--- config.mk ---
export PLATFORM = sky130hd
export DESIGN_NAME = serial_sub_flat
export DESIGN_NICKNAME = d
export VERILOG_FILES = /design/src/rtl/serial_sub_if.sv /design/src/rtl/serial_sub.sv /design/src/flat_wrapper.sv
export SDC_FILE = /design/constraint.sdc
export NUM_CORES = 1
export LEC_CHECK = 0
export BUFFER_PORTS_ARGS = -buffer_cell sky130_fd_sc_hd__buf_2
export CAP_MARGIN = 40
export CORE_ASPECT_RATIO = 0.8
export CORE_MARGIN = 3
export CORE_UTILIZATION = 25
export DETAILED_ROUTE_END_ITERATION = 16
export PLACE_DENSITY_LB_ADDON = 0.3
export SLEW_MARGIN = 15
export SYNTH_ARGS = -nofsm -noshare
export SYNTH_HDL_FRONTEND = slang
export SYNTH_SLANG_ARGS = --single-unit
--- constraint.sdc ---
create_clock -name clk -period 2.2 [get_ports clk]
set_input_delay 0.33 -clock clk [delete_from_list [all_inputs] [get_ports clk]]
set_output_delay 0.33 -clock clk [all_outputs]
set_load 0.005 [all_outputs]
--- src/rtl/serial_sub_if.sv ---
// Handshake/operand bundle for the bit-serial subtractor.
// SERIAL_SUB_OVF_EN adds the signed-overflow output to the bundle.
interface serial_sub_if #(
  parameter int unsigned WIDTH = 4
);
  logic             start;
  logic [WIDTH-1:0] a;
  logic [WIDTH-1:0] b;
  logic             b_in;
  logic             busy;
  logic             done;
  logic [WIDTH-1:0] diff;
  logic             b_out;
`ifdef SERIAL_SUB_OVF_EN
  logic             ovf;

  modport master (output start, a, b, b_in, input busy, done, diff, b_out, ovf);
  modport slave  (input start, a, b, b_in, output busy, done, diff, b_out, ovf);
`else
  modport master (output start, a, b, b_in, input busy, done, diff, b_out);
  modport slave  (input start, a, b, b_in, output busy, done, diff, b_out);
`endif
endinterface

--- src/rtl/serial_sub.sv ---
// Bit-serial subtractor: a - b - b_in, one bit per clock LSB first, start/busy/done handshake.
// Optional SERIAL_SUB_OVF_EN adds a registered signed-overflow flag.
module serial_sub #(
  parameter int unsigned WIDTH = 4
) (
  input  logic        clk,
  input  logic        rst,
  serial_sub_if.slave bus
);

  localparam int unsigned CNT_W = (WIDTH > 1) ? $clog2(WIDTH) : 1;
  localparam int unsigned RES_W = WIDTH - 1;
  localparam logic [CNT_W-1:0] CNT_LAST = CNT_W'(WIDTH - 1);

  typedef enum logic [1:0] {
    S_IDLE,
    S_SHIFT,
    S_DONE
  } state_e;

  state_e             state_q, state_d;
  logic [WIDTH-1:0]   a_q, a_d;
  logic [WIDTH-1:0]   b_q, b_d;
  logic               brw_q, brw_d;
  logic [RES_W-1:0]   res_q, res_d;
  logic [CNT_W-1:0]   cnt_q, cnt_d;
  logic [WIDTH-1:0]   diff_q, diff_d;
  logic               bout_q, bout_d;
  logic               busy_q, busy_d;
  logic               done_q, done_d;
`ifdef SERIAL_SUB_OVF_EN
  logic               ovf_q, ovf_d;
`endif

  logic               accept;
  logic               d_bit;
  logic               brw_nxt;

  // Shared full-subtractor cell working on the current LSBs.
  assign d_bit   = a_q[0] ^ b_q[0] ^ brw_q;
  assign brw_nxt = (~a_q[0] & b_q[0]) | (~(a_q[0] ^ b_q[0]) & brw_q);

  always_ff @(posedge clk) begin
    if (rst) begin
      state_q <= S_IDLE;
      a_q     <= '0;
      b_q     <= '0;
      brw_q   <= 1'b0;
      res_q   <= '0;
      cnt_q   <= '0;
      diff_q  <= '0;
      bout_q  <= 1'b0;
      busy_q  <= 1'b0;
      done_q  <= 1'b0;
`ifdef SERIAL_SUB_OVF_EN
      ovf_q   <= 1'b0;
`endif
    end else begin
      state_q <= state_d;
      a_q     <= a_d;
      b_q     <= b_d;
      brw_q   <= brw_d;
      res_q   <= res_d;
      cnt_q   <= cnt_d;
      diff_q  <= diff_d;
      bout_q  <= bout_d;
      busy_q  <= busy_d;
      done_q  <= done_d;
`ifdef SERIAL_SUB_OVF_EN
      ovf_q   <= ovf_d;
`endif
    end
  end

  always_comb begin
    state_d = state_q;
    a_d     = a_q;
    b_d     = b_q;
    brw_d   = brw_q;
    res_d   = res_q;
    cnt_d   = cnt_q;
    diff_d  = diff_q;
    bout_d  = bout_q;
`ifdef SERIAL_SUB_OVF_EN
    ovf_d   = ovf_q;
`endif
    accept  = 1'b0;

    case (state_q)
      S_IDLE: begin
        if (bus.start) accept = 1'b1;
      end
      S_SHIFT: begin
        a_d   = a_q >> 1;
        b_d   = b_q >> 1;
        brw_d = brw_nxt;
        res_d = RES_W'({d_bit, res_q} >> 1);
        cnt_d = cnt_q + CNT_W'(1);
        // Final bit: publish the result and the borrow leaving the MSB.
        if (cnt_q == CNT_LAST) begin
          diff_d  = {d_bit, res_q};
          bout_d  = brw_nxt;
`ifdef SERIAL_SUB_OVF_EN
          ovf_d   = brw_q ^ brw_nxt;
`endif
          cnt_d   = '0;
          state_d = S_DONE;
        end
      end
      S_DONE: begin
        if (bus.start) accept = 1'b1;
        else           state_d = S_IDLE;
      end
      default: state_d = S_IDLE;
    endcase

    if (accept) begin
      a_d     = bus.a;
      b_d     = bus.b;
      brw_d   = bus.b_in;
      res_d   = '0;
      cnt_d   = '0;
      state_d = S_SHIFT;
    end

    busy_d = (state_d == S_SHIFT);
    done_d = (state_d == S_DONE);
  end

  assign bus.busy  = busy_q;
  assign bus.done  = done_q;
  assign bus.diff  = diff_q;
  assign bus.b_out = bout_q;
`ifdef SERIAL_SUB_OVF_EN
  assign bus.ovf   = ovf_q;
`endif

endmodule
--- src/flat_wrapper.sv ---
// flat-port wrapper written by rule: the top's interface ports become plain ports
module serial_sub_flat 
#(
  parameter int unsigned WIDTH = 4
)
  (clk, rst, bus_start, bus_a, bus_b, bus_b_in, bus_busy, bus_done, bus_diff, bus_b_out);
  serial_sub_if #(.WIDTH(WIDTH)) bus_i ();
  input  logic clk;
  input  logic rst;
  input wire logic [$bits(bus_i.start)-1:0] bus_start;
  input wire logic [$bits(bus_i.a)-1:0] bus_a;
  input wire logic [$bits(bus_i.b)-1:0] bus_b;
  input wire logic [$bits(bus_i.b_in)-1:0] bus_b_in;
  output wire logic [$bits(bus_i.busy)-1:0] bus_busy;
  output wire logic [$bits(bus_i.done)-1:0] bus_done;
  output wire logic [$bits(bus_i.diff)-1:0] bus_diff;
  output wire logic [$bits(bus_i.b_out)-1:0] bus_b_out;
  assign bus_i.start = bus_start;
  assign bus_i.a = bus_a;
  assign bus_i.b = bus_b;
  assign bus_i.b_in = bus_b_in;
  assign bus_busy = bus_i.busy;
  assign bus_done = bus_i.done;
  assign bus_diff = bus_i.diff;
  assign bus_b_out = bus_i.b_out;
  serial_sub #(.WIDTH(WIDTH)) u_core (.clk(clk), .rst(rst), .bus(bus_i));
endmodule
==> impl_metrics.ini <==
[clocking]
cts_tree = yes
insertion_delay_ps = 260
cts.sinks = 23
cts_buffers = 3
post_cts_buffers = 0
clockRootBuffer = clkbuf_8
clock_path_buffers = 2
holdBufCountCts = 0
path_clk_slew_ps = 80
h-tree-depth = 1
cts-resized-gates = 0

[timing]
period_minus_slack_ps = 1374
finClkSkew_ps = 1.764
hold_viol_final = 0
finalSetupViolCount = 0
fin_tns_setup_ps = 0
fin_crit_sh = 0.6246
worst_pin_slew_ps = 566.2
slew_violations = 0
relSlewSlack = 0.6225
rsz0062_at_grt = false
max_clock_freq_mhz = 727.8

[job]
maxCapViolations = 0

[grt]
antenna_found_initial = 0
grt-ovfl-total = 0
grt_pass1_vias = 683
gr-usage-all-layers = 0.09322
grt_pass1_wl_um = 3084
grt_max_degree = 20

[critical_path]
critPathLaunchType = flip-flop
r2r-start = u_core.state_q[0]$_SDFF_PP0_
worstSetupEndpointType = flip-flop
cp_data_required_time_ps = 2370
critPathKind = flip-flop to flip-flop
r2r_setup_slack_ps = 830
crit_arrival_ps = 1540
r2r_cells = 3
crit_path_max_fanout = 18
timing.rr.end = u_core.a_q[2]$_SDFFE_PP0P_

[placed_design]
routabilityCongestion = 0.6695
portBuffers = 18
dpl-instance-area_um2 = 992.2
hpwl_um = 1283

[outcome]
status = completed

[floorplanning]
fp.dieH_um = 59.84
core_um2 = 3266
die_w_um = 73.30
die_area_um2 = 4386
initial_core_util = 0.2774
row_count = 18
ios = 19

[worst_hold_path]
hold_path_startpoint = bus_b[3]
hold_depth = 3
min_path_type = input port to flip-flop
min_to = u_core.b_q[3]$_SDFFE_PP0P_

[yosys]
ys_seq_elements = 23
synth_area_leaders = dfxtp_1 (51%), a21oi_1 (6.6%), nand2_1 (6.6%)
synth-compound-area-share = 0.1644
synth_top_cell_area_share = 0.5083
synth_nets = 113
muxShareOfSynthArea = 0.01105
syn_inst = 99
synth_xor_xnor_area_share = 0
syn_area_um2 = 905.9
yosys.area_share.adder = 0.03591
ys_types = 24
yosysWarnings = 0
yosys.area.top_type = dfxtp_1
syn_avg_cell_area_um2 = 9.150
synth_top_family_by_area = simple AND/OR/NAND/NOR gates
synthSimpleGateAreaFrac = 0.2169
synth.yosys.seq_area_share = 0.5083

[routing]
remaining_drc_errors = 0
wirelength_um = 1780
route.antenna.remaining_nets = 0
dr_total_vias = 732
dr.first_iter.drc_count = 27
wl_per_cell_um = 11.56
firstDrtPassIters = 6
vias_per_cell = 4.753

[layout]
antenna_cells = 0
stdcell_area_um2 = 1037
fill_cells = 339
final_util = 0.3176
drive_gt1_frac = 0.2018
syn_to_final_growth_pct = 14.50
fin_nets = 129

[pwr]
finalPower_mw = 0.7905
max-vdd-ir-drop_mv = 0.3479
leakage_nw = 0.3995
powerDensity_nw_per_um2 = 762.1
==> stage by stage <==
stage | std cells | setup slack [ps] | hold slack (ps)
finish | 154 | 826.0 | 307.7
global route | 154 | 633.7 | 329.3
CTS | 154 | 807.4 | 304.1
detailed placement | 150 | 832.6 | 449.8
global placement | 150 | 907.1 | 446.7
floorplan | 99 | 1016 | 436.6
==> cells by family after synthesis <==
family	Yosys count
simple gates	42
compound gates	23
flops	23
buf+inv	8
fa+ha+maj	2
mux	1
==> report_power, final <==
group | internal (mW) | total [mW] | switching [mW]
Combinational | 0.0359 | 0.0884 | 0.0526
Clock | 0.129 | 0.255 | 0.126
Sequential | 0.436 | 0.447 | 0.0109
==> cells in the mapped netlist <==
master    instances
a21oi_1          12
fa_1              1
a211oi_2          1
nor3_1            5
nand3b_1          1
and2b_1           2
a311oi_1          4
nand3_1           7
nand2b_1          2
or3_1             1
ha_1              1
nand2_1          16
clkbuf_1          2
a22oi_1           2
buf_4             1
buf_6             3
inv_1             1
buf_2             1
mux2i_1           1
dfxtp_1          23
nand2b_2          1
o22ai_1           3
nor2_1            7
o21a_1            1
==> cells in the final DEF, fill, tap and decap left out <==
| master | Yosys | final |
|---|---|---|
| nand2b_2 | 1 | 1 |
| a21oi_1 | 12 | 12 |
| nand2_1 | 16 | 16 |
| a22oi_1 | 2 | 2 |
| a311oi_1 | 4 | 4 |
| clkbuf_8 | 0 | 3 |
| nor2_1 | 7 | 7 |
| clkbuf_1 | 2 | 1 |
| ha_1 | 1 | 1 |
| and2b_1 | 2 | 2 |
| nor3_1 | 5 | 5 |
| nand2b_1 | 2 | 2 |
| mux2i_1 | 1 | 1 |
| o22ai_1 | 3 | 3 |
| inv_1 | 1 | 1 |
| dfxtp_1 | 23 | 23 |
| nand3b_1 | 1 | 1 |
| o21a_1 | 1 | 1 |
| or3_1 | 1 | 1 |
| a211oi_2 | 1 | 1 |
| nand3_1 | 7 | 7 |
| buf_2 | 1 | 18 |
| fa_1 | 1 | 1 |
==> how the worst max path moves through the flow <==
stage / slack [ps] / startpoint / endpoint / cells after the start
5_1_grt: 630 / u_core.state_q[0]$_SDFF_PP0_ / u_core.a_q[2]$_SDFFE_PP0P_ / 3
3_5_place_dp: 830 / u_core.state_q[0]$_SDFF_PP0_ / u_core.a_q[2]$_SDFFE_PP0P_ / 3
6_report: 830 / u_core.state_q[0]$_SDFF_PP0_ / u_core.a_q[2]$_SDFFE_PP0P_ / 3
4_1_cts: 810 / u_core.state_q[0]$_SDFF_PP0_ / u_core.a_q[2]$_SDFFE_PP0P_ / 3
3_3_place_gp: 910 / u_core.state_q[0]$_SDFF_PP0_ / u_core.bus.diff[3]$_SDFFE_PP0P_ / 3
2_1_floorplan: 1020 / u_core.cnt_q[0]$_SDFFE_PP0N_ / u_core.cnt_q[0]$_SDFFE_PP0N_ / 4
==> sequential cells by signal, summed over array words and instances, names as in the netlist <==
name	count
u_core.a_q	4
u_core.b_q	4
u_core.bus.diff	4
u_core.res_q	3
u_core.cnt_q	2
u_core.state_q	2
u_core.brw_q	1
u_core.bus.b_out	1
u_core.bus.busy	1
u_core.bus.done	1
==> per-layer routing <==
| metal | up-vias | global-route usage | routed length, um |
|---|---|---|---|
| met3 | 4 | 0.02857 | 64 |
| met5 | - | 0 | 0 |
| li1 | 375 | - | - |
| met4 | 0 | 0.05426 | 49 |
| met2 | 10 | 0.1414 | 800 |
| met1 | 343 | 0.1169 | 865 |
==> area by class of cell <==
class	count	area, um2	share of cell area
multi-input cells	68	387.9	0.3739
inverters	1	3.754	0.003619
flip-flops and latches	23	460.4	0.4439
well taps	40	50.05	0.04825
clock buffers	4	45.04	0.04343
repair buffers	18	90.09	0.08685
==> critical path: stages (launching register included) <==
cell and delay [ps]:
dfxtp_1 380, and2b_1 510, nand2_1 110, a311oi_1 290
(Power assumes the default switching activity.)
